--- src/rtl/approx_acc_stage.sv ---
// ---------------------------------------------------------------------------
// approx_acc_stage
//
// Frame accumulator placed behind an 8x8 approximate multiplier. Unsigned
// 16-bit products arrive one beat at a time. The block sums them into an
// ACC_W-bit accumulator and counts the beats. A frame closes when a beat
// carries in_last, or when the beat counter reaches its all-ones limit.
// On close, the result is held on the output side until the consumer takes it.
//
// Optional feature macro: APPROX_ACC_SATURATE_EN
//   defined   : an overflowing addition clamps the sum to 2^ACC_W-1, and the
//               sum stays there for the rest of the frame
//   undefined : the sum wraps modulo 2^ACC_W (default build)
//   In both builds out_ovf flags that an overflow happened.
//
// Parameters
//   ACC_W     accumulator width, 17..32
//   LEN_W     beat-counter width, 2..16 (frame limit is 2^LEN_W-1 beats)
//
// Ports
//   clk       single clock, rising-edge active
//   rst       synchronous active-high reset; drops any partial/pending frame
//   in_valid  in_prod / in_last carry a beat
//   in_ready  block takes a beat this cycle (ACCUM state, not in reset)
//   in_prod   16-bit unsigned product
//   in_last   beat closes the frame
//   out_valid frame result is presented (HOLD state)
//   out_ready consumer takes the result
//   out_sum   accumulated frame sum
//   out_count number of beats in the frame
//   out_ovf   sum overflowed ACC_W bits during the frame (sticky)
//   out_trunc frame was closed by the counter limit rather than by in_last
// ---------------------------------------------------------------------------
module approx_acc_stage #(
  parameter int ACC_W = 24,
  parameter int LEN_W = 8
) (
  input  logic             clk,
  input  logic             rst,
  input  logic             in_valid,
  output logic             in_ready,
  input  logic [15:0]      in_prod,
  input  logic             in_last,
  output logic             out_valid,
  input  logic             out_ready,
  output logic [ACC_W-1:0] out_sum,
  output logic [LEN_W-1:0] out_count,
  output logic             out_ovf,
  output logic             out_trunc
);

  // The product is zero-extended by this many bits to reach the carry-out
  // position of the accumulator adder.
  localparam int PAD_W = ACC_W - 15;

  localparam logic [LEN_W-1:0] CNT_ONE   = {{(LEN_W-1){1'b0}}, 1'b1};
  localparam logic [LEN_W-1:0] CNT_LIMIT = {LEN_W{1'b1}};
  // The count before the beat that would reach the limit.
  localparam logic [LEN_W-1:0] CNT_LAST  = CNT_LIMIT - CNT_ONE;
`ifdef APPROX_ACC_SATURATE_EN
  localparam logic [ACC_W-1:0] ACC_MAX   = {ACC_W{1'b1}};
`endif

  typedef enum logic [0:0] {
    ST_ACCUM = 1'b0,
    ST_HOLD  = 1'b1
  } state_e;

  state_e           r_state;
  state_e           w_state_nxt;

  logic [ACC_W-1:0] r_acc;
  logic [LEN_W-1:0] r_count;
  logic             r_ovf;
  logic             r_trunc;

  logic             w_in_ready;
  logic             w_out_valid;
  logic             w_accept;
  logic             w_release;
  logic             w_limit;
  logic             w_close;
  logic             w_carry;
  logic [ACC_W:0]   w_sum_ext;
  logic [ACC_W-1:0] w_acc_nxt;

  // Unsigned add that keeps the carry-out as the top bit.
  function automatic logic [ACC_W:0] add_ext(input logic [ACC_W-1:0] acc,
                                             input logic [15:0]      prod);
    add_ext = {1'b0, acc} + {{PAD_W{1'b0}}, prod};
  endfunction

  // The handshake terms use only the state-decoded ready/valid. Neither of
  // them has a combinational path back into in_ready or out_valid.
  assign w_accept  = in_valid & w_in_ready;
  assign w_release = w_out_valid & out_ready;

  // The beat now being accepted would bring the count to the limit.
  assign w_limit   = (r_count == CNT_LAST);
  assign w_close   = in_last | w_limit;

  assign w_sum_ext = add_ext(r_acc, in_prod);
  assign w_carry   = w_sum_ext[ACC_W];

  // Select the next accumulator value when an addition overflows.
  always_comb begin
    w_acc_nxt = w_sum_ext[ACC_W-1:0];
`ifdef APPROX_ACC_SATURATE_EN
    // Once the frame has overflowed, it stays pinned at full scale.
    if (w_carry || r_ovf) begin
      w_acc_nxt = ACC_MAX;
    end else begin
      w_acc_nxt = w_sum_ext[ACC_W-1:0];
    end
`endif
  end

  // FSM state register.
  always_ff @(posedge clk) begin
    if (rst) begin
      r_state <= ST_ACCUM;
    end else begin
      r_state <= w_state_nxt;
    end
  end

  // FSM next-state logic.
  always_comb begin
    w_state_nxt = r_state;
    case (r_state)
      ST_ACCUM: begin
        if (w_accept && w_close) begin
          w_state_nxt = ST_HOLD;
        end else begin
          w_state_nxt = ST_ACCUM;
        end
      end
      ST_HOLD: begin
        if (w_release) begin
          w_state_nxt = ST_ACCUM;
        end else begin
          w_state_nxt = ST_HOLD;
        end
      end
      default: begin
        w_state_nxt = ST_ACCUM;
      end
    endcase
  end

  // FSM output decode. The ready/valid pair comes from the state register.
  // in_ready is also masked by rst, so no beat is taken during reset.
  always_comb begin
    w_in_ready  = 1'b0;
    w_out_valid = 1'b0;
    case (r_state)
      ST_ACCUM: begin
        w_in_ready  = ~rst;
        w_out_valid = 1'b0;
      end
      ST_HOLD: begin
        w_in_ready  = 1'b0;
        w_out_valid = 1'b1;
      end
      default: begin
        w_in_ready  = 1'b0;
        w_out_valid = 1'b0;
      end
    endcase
  end

  // Accumulator, beat counter and the sticky overflow / truncation flags.
  // They hold still in HOLD, so the result stays stable until it is taken.
  always_ff @(posedge clk) begin
    if (rst) begin
      r_acc   <= {ACC_W{1'b0}};
      r_count <= {LEN_W{1'b0}};
      r_ovf   <= 1'b0;
      r_trunc <= 1'b0;
    end else if (w_release) begin
      r_acc   <= {ACC_W{1'b0}};
      r_count <= {LEN_W{1'b0}};
      r_ovf   <= 1'b0;
      r_trunc <= 1'b0;
    end else if (w_accept) begin
      r_acc   <= w_acc_nxt;
      r_count <= r_count + CNT_ONE;
      r_ovf   <= r_ovf | w_carry;
      // Only a limit close that in_last did not ask for counts as truncation.
      r_trunc <= w_limit & ~in_last;
    end else begin
      r_acc   <= r_acc;
      r_count <= r_count;
      r_ovf   <= r_ovf;
      r_trunc <= r_trunc;
    end
  end

  assign in_ready  = w_in_ready;
  assign out_valid = w_out_valid;
  assign out_sum   = r_acc;
  assign out_count = r_count;
  assign out_ovf   = r_ovf;
  assign out_trunc = r_trunc;

endmodule

--- config.mk ---
export PLATFORM = sky130hd
export DESIGN_NAME = approx_acc_stage
export DESIGN_NICKNAME = d
export VERILOG_FILES = /design/src/rtl/approx_acc_stage.sv
export SDC_FILE = /design/constraint.sdc
export NUM_CORES = 1
export LEC_CHECK = 0
export CELL_PAD_IN_SITES_DETAIL_PLACEMENT = 1
export CELL_PAD_IN_SITES_GLOBAL_PLACEMENT = 2
export CORE_ASPECT_RATIO = 1.5
export CORE_MARGIN = 3
export CORE_UTILIZATION = 28
export CTS_CLUSTER_DIAMETER = 120
export DETAILED_ROUTE_END_ITERATION = 16
export PLACE_DENSITY = 0.83
export SETUP_SLACK_MARGIN = 0.4
export SYNTH_ARGS = -nofsm -noshare
export SYNTH_HDL_FRONTEND = slang
export SYNTH_SLANG_ARGS = --single-unit
--- constraint.sdc ---
create_clock -name clk -period 3.75 [get_ports clk]
set_clock_uncertainty 0.2 [all_clocks]
set_input_delay 0.75 -clock clk [delete_from_list [all_inputs] [get_ports clk]]
set_output_delay 0.75 -clock clk [all_outputs]
set_load 0.005 [all_outputs]
-- After elaboration in Yosys (flattened, before gate mapping)
Index checks and enable logic that the tools add are counted.
- register bits: 35
- input bits: 21
- output and inout port bits: 36
- logic and storage cells: 23
- $add $sub $neg: 2
- equality and inequality tests: 1
- multiplexer cells: 5
- bitwise logic cells: 8
- reduce and logical (&&, ||, !) cells: 2
- operator list (operator ; count):
    24-bit by 16-bit adder with 25-bit output ; 1
    8-bit by 1-bit adder with 8-bit output, second input constant ; 1
    8-bit equality test, second input constant ; 1
    1-bit one-hot mux with 2 select lines ; 3
    1-bit AND ; 3
    1-bit NOT ; 3
    1-bit two-way mux ; 2
    1-bit OR ; 2
    2-bit OR reduction ; 1
    1-bit logical AND ; 1

-- Depth between registers and ports, before layout
Gate-level depths: netlist (run 1).
- depth after elaboration: 6
- gate-level depth with buffers: 8
- gate-level depth less buffers: 8

-- Worst setup path after synthesis (run 1)
No wires, ideal clock.
- path kind: input port to flip-flop
- from: input port in_prod[0]
- to: register r_acc[12] (netlist: out_sum[12])
- library setup time: 0.132 ns
- data arrival time: 2.668 ns
- data required time: 3.418 ns
- setup slack: 0.750 ns
- cell stages on the path: 8
- path buffers: 0
- cell sequence: ha_1 > fa_1 > a211oi_4 > nor4_4 > or4_1 > a21oi_1 > xor2_1 > a21oi_1
- longest elaborated chain between the ends: 1
- ends and longest elaborated chain (what ; line ; text):
    start: declaration ; 42 ; input logic [15:0] in_prod,
    24-bit by 16-bit adder with 25-bit output ; 90 ; add_ext = {1'b0, acc} + {{PAD_W{1'b0}}, prod};
    end signal: assignment ; 176 ; r_acc <= {ACC_W{1'b0}};
    end signal: assignment ; 181 ; r_acc <= {ACC_W{1'b0}};
    end signal: assignment ; 186 ; r_acc <= w_acc_nxt;
    end: declaration ; 72 ; logic [ACC_W-1:0] r_acc;
No other way between the ends.
A chain may end at the register's enable or synchronous reset.

-- Worst setup path in the final report (run 1)
- from: input port in_prod[0]
- to: register r_ovf (netlist: out_ovf)
- longest elaborated chain between the ends: 2
- ends and longest elaborated chain (what ; line ; text):
    24-bit by 16-bit adder with 25-bit output ; 90 ;
    1-bit OR ; 188 ; r_ovf <= r_ovf | w_carry;
    end signal: assignment ; 188 ;
    end signal: assignment ; 194 ; r_ovf <= r_ovf;
    end: declaration ; 74 ; logic r_ovf;
No other way between the ends.

==> out/results.ini, run 1 <==
[placement]
io_buffers = 56
hpwl_mm = 4.915
gp_congestion = 0.7595
place_area_mm2 = 0.002869

[yosys]
synth_area_per_cell_um2 = 8.560
synth_top_area_cell = dfxtp_1
ys_warn_count = 0
synth.net_count = 298
synth_top_area_frac = 0.3173
synth_area_mm2 = 0.002208
ys_seq_area_frac = 0.3173
ys_ff_latch = 35
synthCells = 258
synth-main-ff-cell = dfxtp_1
synth.area.top_cells = dfxtp_1, ha_1, nand2_1
synth_edf_count = 0
ys_types = 52
synthArstFlopShare = 0
post_synth_most_frequent_cells = dfxtp_1, nand2_1, nor2_1
synth_most_common_cell = dfxtp_1

[worst_hold_path]
whs_endpoint = out_sum[9]
whs_path_depth = 2
min_from = out_sum[9]
hold_path.class = reg2reg

[route]
via_per_inst = 5.038
vias = 2111
route.detailed.drc = 0
ant_nets = 0
avgRoutedWirePerCell_um = 14.98
drt-initial-drc-count = 43
drt_wl_total_mm = 6.275
drt_pre_antenna_iters = 4

[worst_setup_path]
worstPathRequired_ns = 3.73
startpoint_type = primary input
critPathKind = in2reg
cp_max_fo = 5
rrSetupSlack_ns = 1.13
cp.arrival_ns = 3.18
rr_worst_depth = 8
crit-reg2reg-capture = out_ovf
rr_startpoint = out_sum[0]
endpoint_kind = register

[die]
design.core.area_mm2 = 0.007661
die_width_um = 78.51
start_util = 0.2883
rows = 39
dieArea_mm2 = 0.009011
boundaryPins = 57
die_height_um = 114.8

[timing]
drv_slew = 0
finalSetupViolations = 0
fin_crit_sh = 0.8548
slew_headroom = 0.6270
fin_setup_tns_ns = 0
worst_pin_slew_ns = 0.5581
min_period_ns = 3.205
hold_viol = 0
grt_setup_unrepaired = false
clock.fmax_mhz = 312.0

[clocking]
numCtsBuffers = 5
cts_tree = yes
htreeDepth = 2
clock_path_buffers = 2
clock_latency_ns = 0.28
clkTransAtPathRegs_ns = 0.05
clockRootBuffer = clkbuf_16
cts_sinks = 35

[global_route]
grt_start_max_net_pins = 20
grt_pass1_wl_mm = 10.52
grt_pass1_vias = 2209
track_usage = 0.1458
antenna_found_initial = 0
gr-total-overflow = 0

[power_and_ir_drop]
clockPowerShare = 0.331
switching_power_w = 0.0003865
peakVddDrop_mv = 0.1929
seqPwrFrac = 0.347
switching_share = 0.3172
power_frac_comb = 0.322
leakage_nw = 1.156
internal-power_w = 0.0008322
p_per_area_mw_per_mm2 = 404.0

[cells_and_area]
num-nets-final = 356
final_layout_size_suffix_gt1_frac = 0.07886
fin_util = 0.3938
finalInstanceArea_mm2 = 0.003017
antenna-diode-count = 0
area_growth_pct = 36.60

[flow_run]
drv_cap = 0

[run_status]
status = finished, final reports clean

==> cell type report <==
cell class                 instances  area, µm²
multi-input combinational        209       1441
timing repair buffer              60      590.6
clock inverter                     1      5.005
inverter                           5      18.77
fill                             932       4644
tap                              102      127.6
sequential                        35      700.7
clock buffer                       7      132.6
==> flip-flops by register name (all words and copies together) (netlist names) <==
register and flops:
out_ovf 1, r_state 1, out_trunc 1, out_count 8, out_sum 24
==> kinds of logic after synthesis <==
family,after synthesis,synth area share
simple gates,87,0.2040
compound gates,84,0.2601
flops,35,0.3173
fa+ha+maj,19,0.1111
xor+xnor,17,0.06742
buf+inv,14,0.03116
mux,2,0.009066
==> stage by stage <==
stage	hold WS (ns)	total power [W]	worst slack [ns]	std cells
global placement	0.2593	0.0008201	0.2274	410
detailed placement	0.2683	0.0008264	0.1755	410
finish	0.2692	0.001219	0.5446	419
floorplan	0.2581	0.0006901	0.7497	258
global route	0.3023	0.001301	0.4081	419
CTS	0.2773	0.001239	0.4674	418
==> metal layers <==
layer,global-route usage,wire (µm),part of all wire,up-vias
li1,-,-,-,1060
met1,0.1560,2590,0.41,1001
met2,0.2813,3367,0.54,42
met3,0.02978,228,0.036,8
met4,0.04551,89,0.014,0
met5,0,0,0,-
==> power groups by stage <==
| stage | combinational, W | clock (W) | sequential, W |
|---|---|---|---|
| floorplan | 0.000261 | 0 | 0.000430 |
| global placement | 0.000389 | 0 | 0.000431 |
| detailed placement | 0.000394 | 0 | 0.000432 |
| CTS | 0.000397 | 0.000418 | 0.000424 |
| global route | 0.000442 | 0.000431 | 0.000428 |
| finish | 0.000392 | 0.000403 | 0.000423 |
==> critical path: stages <==
cell and delay, ns:
clkdlybuf4s50_1 0.41, ha_1 0.25, fa_2 0.39, a211oi_4 0.34, nor4_4 0.10, o31ai_2 0.40, nand3_2 0.18, nor4b_1 0.18
o21a_1 0.17
==> how the worst max path moves through the flow <==
stage	startpoint	to	depth (start not counted)
after floorplan	in_prod[0]	out_sum[12]	8
after global placement	in_prod[0]	out_sum[12]	9
after detailed placement	in_prod[0]	out_ovf	9
after CTS	in_prod[0]	out_ovf	9
after global routing	in_prod[0]	out_sum[12]	9
final	in_prod[0]	out_ovf	9
==> cell usage in the layout, fill, tap and decap left out, drive strengths merged, types with 2 or more instances in the layout <==
master and n:
clkdlybuf4s50 56, dfxtp 35, nand2 28, nor2 25, o21ai 22, a21oi 20
ha 18, xor2 10, nand3 10, xnor2 7, a211oi 7, o31ai 7
clkbuf 7, a21o 6, inv 5, nand4 5, o21a 4, o21bai 4
a22o 4, or3 4, buf 4, nor3 3, or4 3, and3 3
a31oi 2, mux2i 2, o211a 2
==> timing repair <==
action / in CTS / in global routing
gates resized for setup: 0 / 1
endpoints found under the setup margin: 0 / 4
hold buffers: 0 / 0
buffers inserted: 0 / 1
endpoints found under the hold margin: 0 / 0
(Power assumes the default switching activity.)
==> inputs of run 2 (changes only) <==
--- a/config.mk
+++ b/config.mk
@@ -10,8 +10,10 @@
 export CORE_ASPECT_RATIO = 1.5
 export CORE_MARGIN = 3
 export CORE_UTILIZATION = 28
-export CTS_CLUSTER_DIAMETER = 120
+export CTS_CLUSTER_DIAMETER = 200
+export CTS_CLUSTER_SIZE = 8
 export DETAILED_ROUTE_END_ITERATION = 16
+export HOLD_SLACK_MARGIN = 0.08
 export PLACE_DENSITY = 0.83
 export SETUP_SLACK_MARGIN = 0.4
 export SYNTH_ARGS = -nofsm -noshare
==> results of run 2 <==
The final DEF is identical to that of run 1; final timing and power are the same.
==> inputs of run 3 (changes only) <==
--- a/config.mk
+++ b/config.mk
@@ -11,11 +11,12 @@
 export CORE_MARGIN = 3
 export CORE_UTILIZATION = 28
 export CTS_CLUSTER_DIAMETER = 200
-export CTS_CLUSTER_SIZE = 8
+export CTS_CLUSTER_SIZE = 16
 export DETAILED_ROUTE_END_ITERATION = 16
 export HOLD_SLACK_MARGIN = 0.08
 export PLACE_DENSITY = 0.83
 export SETUP_SLACK_MARGIN = 0.4
+export SKIP_LAST_GASP = 1
 export SYNTH_ARGS = -nofsm -noshare
 export SYNTH_HDL_FRONTEND = slang
 export SYNTH_SLANG_ARGS = --single-unit
==> results of run 3 <==
The final DEF is identical to that of run 1; final timing and power are the same.
